[config.mk]
export PLATFORM = sky130hd
export DESIGN_NAME = bcd_digit_entry_flat
export DESIGN_NICKNAME = d
export VERILOG_FILES = /design/src/rtl/bcd_digit_entry_if.sv /design/src/rtl/bcd_digit_entry.sv /design/src/flat_wrapper.sv
export SDC_FILE = /design/constraint.sdc
export NUM_CORES = 1
export LEC_CHECK = 0
export ABC_CLOCK_PERIOD_IN_PS = 2480
export BUFFER_PORTS_ARGS = -buffer_cell sky130_fd_sc_hd__buf_2
export CORE_MARGIN = 1.5
export CORE_UTILIZATION = 45
export DETAILED_ROUTE_END_ITERATION = 12
export PLACE_DENSITY = 0.66
export SLEW_MARGIN = 5
export SYNTH_ARGS = -nofsm -noshare
export SYNTH_HDL_FRONTEND = slang
export SYNTH_SLANG_ARGS = --single-unit
[constraint.sdc]
create_clock -name clk -period 2.48 [get_ports clk]
set_clock_uncertainty 0.2 [all_clocks]
set_input_delay 0.248 -clock clk [delete_from_list [all_inputs] [get_ports clk]]
set_output_delay 0.248 -clock clk [all_outputs]
set_load 0.02 [all_outputs]
[src/rtl/bcd_digit_entry_if.sv]
// Keypad-side bundle for the decimal digit entry block: digit/command
// strobes toward the block, committed value and status back out.
interface bcd_digit_entry_if #(
    parameter int OUT_W = 7
);
    logic [3:0]       digit_in;
    logic             digit_valid;
    logic             enter;
    logic             clear;
    logic [OUT_W-1:0] value_out;
    logic             value_valid;
    logic [3:0]       digit_count;
    logic             full;
    logic             err;

    // Front end (keypad scanner or testbench) drives the strobes.
    modport master (
        output digit_in, digit_valid, enter, clear,
        input  value_out, value_valid, digit_count, full, err
    );

    // Entry block consumes strobes and reports the committed value.
    modport slave (
        input  digit_in, digit_valid, enter, clear,
        output value_out, value_valid, digit_count, full, err
    );
endinterface

[src/rtl/bcd_digit_entry.sv]
// Sequential decimal-to-binary entry: BCD digits arrive MSD first, are
// folded into a binary accumulator (acc*10 + digit) and committed to
// value_out on enter. Invalid digits latch a sticky error that only
// clear removes.
module bcd_digit_entry #(
    parameter int OUT_W      = 7,
    parameter int MAX_DIGITS = 2
) (
    input logic             clk,
    input logic             rst_n,
    bcd_digit_entry_if.slave bus
);

    function automatic logic [63:0] pow10(input int n);
        logic [63:0] p;
        p = 64'd1;
        for (int k = 0; k < n; k++) p = p * 64'd10;
        return p;
    endfunction

    // The accumulator must hold the largest MAX_DIGITS-digit number.
    generate
        if (MAX_DIGITS < 1 || MAX_DIGITS > 15) begin : g_bad_digits
            $error("bcd_digit_entry: MAX_DIGITS must be in 1..15");
        end
        if (OUT_W < 64) begin : g_width_chk
            if ((64'd1 << OUT_W) <= (pow10(MAX_DIGITS) - 64'd1)) begin : g_bad_width
                $error("bcd_digit_entry: OUT_W too narrow for MAX_DIGITS");
            end
        end
    endgenerate

    typedef enum logic [1:0] {
        EMPTY = 2'd0,
        ENTRY = 2'd1,
        HOLD  = 2'd2,
        ERROR = 2'd3
    } state_t;

    localparam logic [3:0] MAX_CNT = 4'(MAX_DIGITS);

    state_t           r_state,       w_state_next;
    logic [OUT_W-1:0] r_acc,         w_acc_next;
    logic [OUT_W-1:0] r_value_out,   w_value_out_next;
    logic             r_value_valid, w_value_valid_next;
    logic [3:0]       r_digit_count, w_digit_count_next;
    logic             r_err,         w_err_next;

    logic             w_full;
    logic             w_digit_ok;
    logic [OUT_W-1:0] w_acc_times10_plus;

    assign w_full     = (r_digit_count == MAX_CNT);
    assign w_digit_ok = (bus.digit_in <= 4'd9);
    // Shift-add multiply by ten; width sizing guarantees no overflow.
    assign w_acc_times10_plus = (r_acc << 3) + (r_acc << 1) + OUT_W'(bus.digit_in);

    // State and datapath registers, cleared asynchronously by rst_n.
    always_ff @(posedge clk or negedge rst_n) begin
        if (!rst_n) begin
            r_state       <= EMPTY;
            r_acc         <= '0;
            r_value_out   <= '0;
            r_value_valid <= 1'b0;
            r_digit_count <= 4'd0;
            r_err         <= 1'b0;
        end else begin
            r_state       <= w_state_next;
            r_acc         <= w_acc_next;
            r_value_out   <= w_value_out_next;
            r_value_valid <= w_value_valid_next;
            r_digit_count <= w_digit_count_next;
            r_err         <= w_err_next;
        end
    end

    // Next-state decode; clear beats enter beats digit_valid, and a
    // higher-priority strobe swallows the lower ones in the same cycle.
    always_comb begin
        w_state_next       = r_state;
        w_acc_next         = r_acc;
        w_value_out_next   = r_value_out;
        w_value_valid_next = r_value_valid;
        w_digit_count_next = r_digit_count;
        w_err_next         = r_err;

        if (bus.clear) begin
            w_state_next       = EMPTY;
            w_acc_next         = '0;
            w_value_out_next   = '0;
            w_value_valid_next = 1'b0;
            w_digit_count_next = 4'd0;
            w_err_next         = 1'b0;
        end else if (bus.enter) begin
            if (r_state == ENTRY) begin
                w_state_next       = HOLD;
                w_value_out_next   = r_acc;
                w_value_valid_next = 1'b1;
                w_acc_next         = '0;
                w_digit_count_next = 4'd0;
            end
        end else if (bus.digit_valid && (r_state != ERROR)) begin
            if (!w_digit_ok) begin
                w_state_next       = ERROR;
                w_err_next         = 1'b1;
                w_value_valid_next = 1'b0;
                w_acc_next         = '0;
                w_digit_count_next = 4'd0;
            end else begin
                case (r_state)
                    EMPTY, HOLD: begin
                        // First digit of a new entry; old value_out stays visible.
                        w_state_next       = ENTRY;
                        w_acc_next         = OUT_W'(bus.digit_in);
                        w_digit_count_next = 4'd1;
                        w_value_valid_next = 1'b0;
                    end
                    ENTRY: begin
                        // Digits beyond MAX_DIGITS are silently dropped.
                        if (!w_full) begin
                            w_acc_next         = w_acc_times10_plus;
                            w_digit_count_next = r_digit_count + 4'd1;
                        end
                    end
                    default: ;
                endcase
            end
        end
    end

    assign bus.value_out   = r_value_out;
    assign bus.value_valid = r_value_valid;
    assign bus.digit_count = r_digit_count;
    assign bus.full        = w_full;
    assign bus.err         = r_err;

endmodule

[src/flat_wrapper.sv]
// flat-port wrapper written by rule: the top's interface ports become plain ports
module bcd_digit_entry_flat 
#(
    parameter int OUT_W      = 7,
    parameter int MAX_DIGITS = 2
)
  (clk, rst_n, bus_digit_in, bus_digit_valid, bus_enter, bus_clear, bus_value_out, bus_value_valid, bus_digit_count, bus_full, bus_err);
  bcd_digit_entry_if #(.OUT_W(OUT_W)) bus_i ();
  input logic clk;
  input logic rst_n;
  input wire logic [$bits(bus_i.digit_in)-1:0] bus_digit_in;
  input wire logic [$bits(bus_i.digit_valid)-1:0] bus_digit_valid;
  input wire logic [$bits(bus_i.enter)-1:0] bus_enter;
  input wire logic [$bits(bus_i.clear)-1:0] bus_clear;
  output wire logic [$bits(bus_i.value_out)-1:0] bus_value_out;
  output wire logic [$bits(bus_i.value_valid)-1:0] bus_value_valid;
  output wire logic [$bits(bus_i.digit_count)-1:0] bus_digit_count;
  output wire logic [$bits(bus_i.full)-1:0] bus_full;
  output wire logic [$bits(bus_i.err)-1:0] bus_err;
  assign bus_i.digit_in = bus_digit_in;
  assign bus_i.digit_valid = bus_digit_valid;
  assign bus_i.enter = bus_enter;
  assign bus_i.clear = bus_clear;
  assign bus_value_out = bus_i.value_out;
  assign bus_value_valid = bus_i.value_valid;
  assign bus_digit_count = bus_i.digit_count;
  assign bus_full = bus_i.full;
  assign bus_err = bus_i.err;
  bcd_digit_entry #(.OUT_W(OUT_W), .MAX_DIGITS(MAX_DIGITS)) u_core (.clk(clk), .rst_n(rst_n), .bus(bus_i));
endmodule
* After elaboration in Yosys (flattened, before gate mapping)
Cells that the tools add are included.
Cells by class: add/subtract/negate cells 3, mux-type cells 33, equal/unequal tests 10, order comparisons 1, reductions and logical operators 11
Operators with widths (count):
- 7-bit 2-to-1 mux | 9
- 4-bit 2-to-1 mux | 6
- 7-bit case mux with 2 select lines | 1
- 2-bit 2-to-1 mux | 6
- 1-bit 2-to-1 mux | 10
- 4-bit != test (second input constant) | 2
- 4-bit case mux with 2 select lines | 1
- 7-bit by 4-bit adder with 7-bit output | 1
- 7-bit adder | 1
- 3-bit AND reduction | 2
- 2-bit nonzero test | 3
- 5-bit != test (second input constant) | 1
- 4-bit by 1-bit adder with 4-bit output (second input constant) | 1
- 4-bit by 2-bit equality test with 1-bit output (second input constant) | 1
- 4-bit <= comparator (second input constant) | 1
- 2-bit != test (second input constant) | 2
- 4-bit AND reduction | 1
- 3-bit by 1-bit != test with 1-bit output (second input constant) | 1
- 3-bit nonzero test | 1
- 2-bit by 1-bit equality test with 1-bit output (second input constant) | 1
- 2-bit equality test (second input constant) | 1
- 2-bit zero test | 1
- 2-bit by 1-bit != test with 1-bit output (second input constant) | 1
- 2-bit AND reduction | 1
- other kinds (2) | 2
Storage, ports and cells: flip-flop bits (word level) 22, bits of input ports 9, output and inout bits 14, logic and storage cells 64

* Depth between registers and ports, before layout
Gate-level depths: netlist of run 1.
depth in word-level cells 8, mapped depth 8, depth with buffers taken out 8

* Worst setup path after synthesis of run 1
No wires, ideal clock.
path kind register to register, start register u_core.r_acc[0], end register u_core.r_acc[6], buffers on the path 0, arrival 1.943 ns, clock period less this slack 2.265 ns, cell stages (with the launch flop) 8, slack 0.215 ns, setup time 0.122 ns, cell sequence dfrtp_1 -> inv_1 -> fa_1 -> fa_1 -> nor2b_1 -> o21a_1 -> or3_1 -> a32o_1
Between the ends: word-level cells in the longest chain between the ends 8
RTL lines:
- from (decl) | line bcd_digit_entry.sv:43 | logic [OUT_W-1:0] r_acc, w_acc_next;
- from (signal assigned) | line bcd_digit_entry.sv:69 | r_acc <= w_acc_next;
- 7-bit adder | line bcd_digit_entry.sv:56 | assign w_acc_times10_plus = (r_acc << 3) + (r_acc << 1) + OUT_W'(bus.digit_in);
- 7-bit by 4-bit adder with 7-bit output | line bcd_digit_entry.sv:56
- 7-bit 2-to-1 mux | line bcd_digit_entry.sv:120 | if (!w_full) begin
- 7-bit case mux with 2 select lines | line bcd_digit_entry.sv:110 | case (r_state)
- 7-bit 2-to-1 mux | line bcd_digit_entry.sv:103 | if (!w_digit_ok) begin
- 7-bit 2-to-1 mux | line bcd_digit_entry.sv:102 | end else if (bus.digit_valid && (r_state != ERROR)) begin
- 7-bit 2-to-1 mux | line bcd_digit_entry.sv:94 | end else if (bus.enter) begin
- 7-bit 2-to-1 mux | line bcd_digit_entry.sv:87 | if (bus.clear) begin
No other way between the ends. The select of a mux whose other input is x is not followed. A chain may end at the register's enable or synchronous reset.

* Final worst setup path of run 1
Same ends and word-level chain as after synthesis.

==> results.sh, run 1 <==
export IMPL_synth_seq_area_share=0.409
export IMPL_min_period_over_period=0.956
export IMPL_setup_violations_final=0
export IMPL_layout_min_cycle_time_ns=2.37
export IMPL_final_hold_viol_count=0
export IMPL_worst_hold_path_type="in2reg"
export IMPL_slew_limit_headroom=0.669
export IMPL_io_pins=23
export IMPL_worst_slew_pin_transition_ns=0.496
export IMPL_syn_instance_count=129
export IMPL_finalMaxSlewViolations=0
export IMPL_clockBufferDepth=2
export IMPL_drc=2
export IMPL_finalNetCount=178
export IMPL_clkSlewWorstSetupHoldPaths_ns=0.12
export IMPL_place_detailed_hpwl_um=2160
export IMPL_cell_at_the_root_of_the_clock_tree="sky130_fd_sc_hd__clkbuf_4"
export IMPL_insertion_delay_ns=0.30
export IMPL_synth_ff_latch_count=22
export IMPL_r2r_cells=7
export IMPL_worstPathCellList="inv_1 -> fa_1 -> fa_1 -> nor2b_1 -> o21a_1 -> or3_1 -> a32o_1"
export IMPL_worst_ep_arrival_time_ns=2.37
export IMPL_fin_setup_tns_ns=0
export IMPL_maxCapViolations=0
export IMPL_pin_count_of_the_biggest_net_entering_global_routing=23
export IMPL_grt_overflow_total=0
export IMPL_initial_core_util=0.480
export IMPL_die_width_um=57.7
export IMPL_timing_critical_path_fanout_max=3
export IMPL_numClockSinks=22
export IMPL_timing_worst_setup_path_type="reg2reg"
export IMPL_detail_route_first_pass_iterations=8
export IMPL_power_density_nw_per_um2=440
export IMPL_num_rows=19
export IMPL_port_buffers=22
export IMPL_cell_variety_after_synth=36
export IMPL_post_route_cells_drive_above_1_share=0.245
export IMPL_synth_main_ff_cell="sky130_fd_sc_hd__dfrtp_1"
export IMPL_filler_cell_count=258
export IMPL_synthesis_area_um2=1350
export IMPL_core_region_area_um2=2810
export IMPL_cpPeakStageDelay_ns=0.56
export IMPL_die_h_um=57.7
export IMPL_cts_resized_gates=0
export IMPL_cts_buffers=3
export IMPL_post_route_util=0.546
export IMPL_groute_usage_overall=0.183
export IMPL_post_drt_wl_per_cell_um=15.0
export IMPL_worstHoldPathCells=3
export IMPL_routabilityCongestion=0.799
export IMPL_critical_path_startpoint_type="flop"
export IMPL_drt_first_iter_violations=33
export IMPL_slowest_stage="sky130_fd_sc_hd__fa_1"
export IMPL_outcome="complete, but fails checks"
export IMPL_h_tree_depth=1
export IMPL_grt_pass1_vias=1032
export IMPL_routed_via_density=5.61
export IMPL_timing_fmax_ghz=0.422
export IMPL_syn_nets=150
export IMPL_number_of_antenna_cells_inserted=0
export IMPL_route_antenna_remaining_nets=0
export IMPL_tritoncts_clock_tree="yes"
export IMPL_synth_area_per_cell_um2=10.4
export IMPL_global_route_wire_length_before_repair_um=4640
export IMPL_detail_route_wirelength_um=2780
export IMPL_cell_type_contributing_the_most_total_cell_area_after_synthesis="sky130_fd_sc_hd__dfrtp_1"
export IMPL_die_area_um2=3330
export IMPL_vdd_ir_drop_worst_uv=190
export IMPL_path_common_cell="sky130_fd_sc_hd__fa_1"
export IMPL_via_count=1044
export IMPL_asyncSetResetFlopFracSynth=1.00
export IMPL_grt_setup_unrepaired="false"
export IMPL_antenna_found_initial=0
export IMPL_areaGrowthSynthToFinish_pct=13.6
export IMPL_layout_cells_most_common_list="sky130_fd_sc_hd__buf_2, sky130_fd_sc_hd__dfrtp_1, sky130_fd_sc_hd__nor2_1, sky130_fd_sc_hd__ha_1"
export IMPL_cell_leakage_power_uw=0.000822
export IMPL_violated_checks="design-rule violations"
export IMPL_worst_setup_path_end_kind="flop"
export IMPL_synth_warning_count=0
export IMPL_worst_endpoint_required_ns=2.48
export IMPL_fraction_of_synthesized_cell_area_taken_by_the_top_area_cell_type=0.409
export IMPL_synthTopCellsByArea="sky130_fd_sc_hd__dfrtp_1, sky130_fd_sc_hd__ha_1, sky130_fd_sc_hd__mux2_4, sky130_fd_sc_hd__mux2i_1, sky130_fd_sc_hd__a21oi_1"
export IMPL_hold_worst_slack_ns=0.00718
export IMPL_synth_edff_count=0
[synthesized netlist by cell type, types with 2 or more instances]
master and count:
sky130_fd_sc_hd__nor3_1 2, sky130_fd_sc_hd__nand2_1 9, sky130_fd_sc_hd__a211oi_1 2, sky130_fd_sc_hd__xnor2_1 3
sky130_fd_sc_hd__a22o_1 2, sky130_fd_sc_hd__a41o_1 2, sky130_fd_sc_hd__nor2b_1 3, sky130_fd_sc_hd__o21ai_0 2
sky130_fd_sc_hd__ha_1 10, sky130_fd_sc_hd__a21oi_1 8, sky130_fd_sc_hd__dfrtp_1 22, sky130_fd_sc_hd__nand3_1 8
sky130_fd_sc_hd__or3_1 2, sky130_fd_sc_hd__nor4_1 2, sky130_fd_sc_hd__fa_1 2, sky130_fd_sc_hd__nor2_1 10
sky130_fd_sc_hd__mux2i_1 6, sky130_fd_sc_hd__mux2_4 5, sky130_fd_sc_hd__o21a_1 2, sky130_fd_sc_hd__a21o_1 3
sky130_fd_sc_hd__inv_1 9
[routing by layer]
metal | GRT usage | share of wire
met5 | 0 | 0
met1 | 0.259 | 0.49
met2 | 0.289 | 0.48
met4 | 0.0698 | 0.0079
met3 | 0.0201 | 0.027
[critical path, delay by kind of cell, from the launching register on]
family,cells,cell delay (ns)
adders and majority gates,2,0.78
buffers and inverters,1,0.08
DFF,1,0.39
AOI/OAI and AO/OA,2,0.43
and+or+nand+nor,2,0.39
[sequential cells by signal, summed over array words and instances (netlist names)]
signal                  flops
u_core.r_acc                7
u_core.bus.value_valid      1
u_core.bus.value_out        7
u_core.bus.err              1
u_core.bus.digit_count      4
u_core.r_state              2
[metrics by stage]
step | instance area, um2 | total power, uW | instances | setup slack (ns)
5_1_grt | 1530 | 712 | 186 | 0.0172
6_report | 1530 | 673 | 186 | 0.108
4_1_cts | 1530 | 682 | 186 | 0.108
3_3_place_gp | 1500 | 516 | 182 | 0.125
3_5_place_dp | 1500 | 519 | 182 | 0.0931
2_1_floorplan | 1350 | 475 | 129 | 0.215
[cell families (layout without fill, tap and decap cells)]
kind of cell | after synthesis | count (layout) | share of synthesized area
simple gates | 40 | 40 | 0.150
compound gates | 27 | 27 | 0.147
flops | 22 | 22 | 0.409
buf+inv | 13 | 39 | 0.0455
fa+ha+maj | 12 | 12 | 0.123
mux | 11 | 11 | 0.100
xor+xnor | 4 | 4 | 0.0260
[timing repair]
action,4_1_cts,5_1_grt
endpoints found under the hold margin,22,0
hold buffers,1,0
setup buffers,0,0
[path summary, 6_finish.rpt]
kind / from / endpoint / slack (ns)
worst max register to register: u_core.r_acc[0] / u_core.r_acc[6] / 0.11
min in group asynchronous: rst_n / u_core.bus.value_valid / 0.22
max in group asynchronous: rst_n / u_core.bus.digit_count[1] / 1.52
worst min register to register: u_core.bus.err / u_core.bus.err / 0.31
worst max-delay path: u_core.r_acc[0] / u_core.r_acc[6] / 0.11
worst min-delay path: bus_digit_in[0] / u_core.r_acc[0] / 0.007
[final cells by class]
type / count / area (um2) / area share
timing repair buffer: 27 / 150 / 0.0980
clock buffer: 3 / 22.5 / 0.0147
multi-input combinational: 94 / 736 / 0.480
inverter: 9 / 33.8 / 0.0221
sequential: 22 / 551 / 0.359
tap: 31 / 38.8 / 0.0253
[report_power, final]
part	internal (uW)	leakage, uW	switching (uW)
clock network	56.6	0.0000138	105
logic	56.1	0.000506	75.3
registers	369	0.000303	11.7
total	481	0.000822	192
No activity file was read; power rests on OpenSTA's default activity.
==> run 2, diff against run 1 <==
Settings changed: ABC_CLOCK_PERIOD_IN_PS 2480 to 2500, GPL_TIMING_DRIVEN set to 1.
Clock period 2.48 ns to 2.5 ns, I/O delays scaled along.
==> run 2 against run 1 <==
The flow still finishes with violations (design-rule violations). Sequential power about the same. Non-clock buffer count unchanged. Die area unchanged. Routed wire length down 1.1%. Fmax up 0.40%. Critical path depth unchanged. Setup slack better by 0.030 ns. Sequential share of layout area unchanged. First-iteration DRC count up 42%. Via count up 0.96%. Worst hold slack better by 0.011 ns. Critical path type unchanged. Critical endpoint unchanged.
==> results.sh, run 2 (synthesis results as in run 1) <==
export IMPL_routed_via_density=5.67
export IMPL_placed_cell_area_um2=1500
export IMPL_hold_worst_slack_ns=0.0182
export IMPL_worst_ep_arrival_time_ns=2.36
export IMPL_h_tree_depth=1
export IMPL_slew_limit_headroom=0.668
export IMPL_grt_setup_unrepaired="false"
export IMPL_die_width_um=57.7
export IMPL_power_density_nw_per_um2=434
export IMPL_detail_route_wirelength_um=2750
export IMPL_setup_violations_final=0
export IMPL_number_of_antenna_cells_inserted=0
export IMPL_register_area_um2=551
export IMPL_numClockSinks=22
export IMPL_timing_worst_setup_path_type="reg2reg"
export IMPL_layout_min_cycle_time_ns=2.36
export IMPL_post_route_cells_drive_above_1_share=0.245
export IMPL_outcome="complete, but fails checks"
export IMPL_post_drt_wl_per_cell_um=14.8
export IMPL_cell_at_the_root_of_the_clock_tree="sky130_fd_sc_hd__clkbuf_4"
export IMPL_grt_pass1_vias=1002
export IMPL_min_period_over_period=0.945
export IMPL_route_antenna_remaining_nets=0
export IMPL_die_h_um=57.7
export IMPL_grt_overflow_total=0
export IMPL_core_region_area_um2=2810
export IMPL_insertion_delay_ns=0.30
export IMPL_top_signal_layer_used="met4"
export IMPL_place_worst_setup_slack_ns=0.106
export IMPL_layout_cells_most_common_list="sky130_fd_sc_hd__buf_2, sky130_fd_sc_hd__dfrtp_1, sky130_fd_sc_hd__nor2_1, sky130_fd_sc_hd__ha_1"
export IMPL_port_buffers=22
export IMPL_timing_fmax_ghz=0.423
export IMPL_cell_leakage_power_uw=0.000822
export IMPL_maxCapViolations=0
export IMPL_cts_resized_gates=0
export IMPL_clkSlewWorstSetupHoldPaths_ns=0.12
export IMPL_areaGrowthSynthToFinish_pct=13.6
export IMPL_clockBufferDepth=2
export IMPL_routabilityCongestion=0.800
export IMPL_finalMaxSlewViolations=0
export IMPL_detail_route_first_pass_iterations=8
export IMPL_groute_usage_overall=0.186
export IMPL_met3WireLength_um=52
export IMPL_fin_total_pwr_uw=664
export IMPL_final_hold_viol_count=0
export IMPL_worst_slew_pin_transition_ns=0.498
export IMPL_setup_slack_ns=0.138
export IMPL_vdd_ir_drop_worst_uv=209
export IMPL_via_count=1054
export IMPL_global_route_wire_length_before_repair_um=4670
export IMPL_violated_checks="design-rule violations"
export IMPL_worst_hold_path_type="in2reg"
export IMPL_pin_count_of_the_biggest_net_entering_global_routing=23
export IMPL_routedLengthMet1_um=1380
export IMPL_tritoncts_clock_tree="yes"
export IMPL_cts_buffers=3
export IMPL_io_pins=23
export IMPL_fin_setup_tns_ns=0
export IMPL_timing_critical_path_fanout_max=4
export IMPL_detailroute_wirelength_met2_um=1300
export IMPL_drt_first_iter_violations=47
export IMPL_multi_input_comb_area_um2=736
export IMPL_finalNetCount=178
export IMPL_drc=2
export IMPL_place_detailed_hpwl_um=2130
export IMPL_initial_core_util=0.480
export IMPL_num_rows=19
export IMPL_critical_path_startpoint_type="flop"
export IMPL_worst_setup_path_end_kind="flop"
export IMPL_final_area_um2=1530
export IMPL_die_area_um2=3330
export IMPL_filler_cell_count=256
export IMPL_antenna_found_initial=0
export IMPL_worst_endpoint_required_ns=2.50
run 2: cell counts in the layout (fill, tap and decap cells not counted):
No cell type changed its count.
run 2: cell type report:
| class | instances | share of cell area |
|---|---|---|
| multi-input cells | 94 | 0.480 |
| clock buffers | 3 | 0.0147 |
| well taps | 31 | 0.0253 |
| flip-flops and latches | 22 | 0.359 |
| repair buffers | 27 | 0.0980 |
| inverters | 9 | 0.0221 |
run 2: per-layer routing:
metal | track usage | up-vias
li1 | - | 513
met1 | 0.263 | 528
met2 | 0.291 | 11
met3 | 0.0268 | 2
met4 | 0.0698 | 0
met5 | 0 | -
run 2: critical path: stages (launching register included):
cell                      delay [ns]
sky130_fd_sc_hd__dfrtp_1        0.42
sky130_fd_sc_hd__inv_1          0.07
sky130_fd_sc_hd__fa_1           0.54
sky130_fd_sc_hd__fa_1           0.22
sky130_fd_sc_hd__nor2b_1        0.05
sky130_fd_sc_hd__o21a_1         0.17
sky130_fd_sc_hd__or3_1          0.34
sky130_fd_sc_hd__a32o_1         0.26
run 2: power by group:
group          internal [uW]  switching (uW)  leakage, uW
Clock                   56.1             101    0.0000138
Sequential               366            11.6     0.000303
Combinational           55.6            74.5     0.000506
run 2: final timing paths:
| check | cells past startpoint | slack (ns) | startpoint | endpoint |
|---|---|---|---|---|
| setup / recovery | 7 | 0.14 | u_core.r_acc[2] | u_core.r_acc[6] |
| hold / removal | 3 | 0.02 | bus_digit_in[0] | u_core.r_acc[0] |
| setup reg to reg | 7 | 0.14 | u_core.r_acc[2] | u_core.r_acc[6] |
| hold reg to reg | 2 | 0.31 | u_core.bus.err | u_core.bus.err |
| max in group asynchronous | 2 | 1.52 | rst_n | u_core.r_acc[1] |
| min in group asynchronous | 2 | 0.24 | rst_n | u_core.bus.digit_count[3] |
run 2: metrics by stage:
| stage | instances | util |
|---|---|---|
| floorplan | 129 | - |
| global placement | 182 | 0.534 |
| detailed placement | 182 | 0.534 |
| CTS | 186 | 0.546 |
| global route | 186 | 0.546 |
| finish | 186 | 0.546 |
run 2: what timing repair did:
action | 4_1_cts | 5_1_grt
hold buffers | 1 | 0
hold endpoints to repair | 22 | 0
setup buffers | 0 | 0
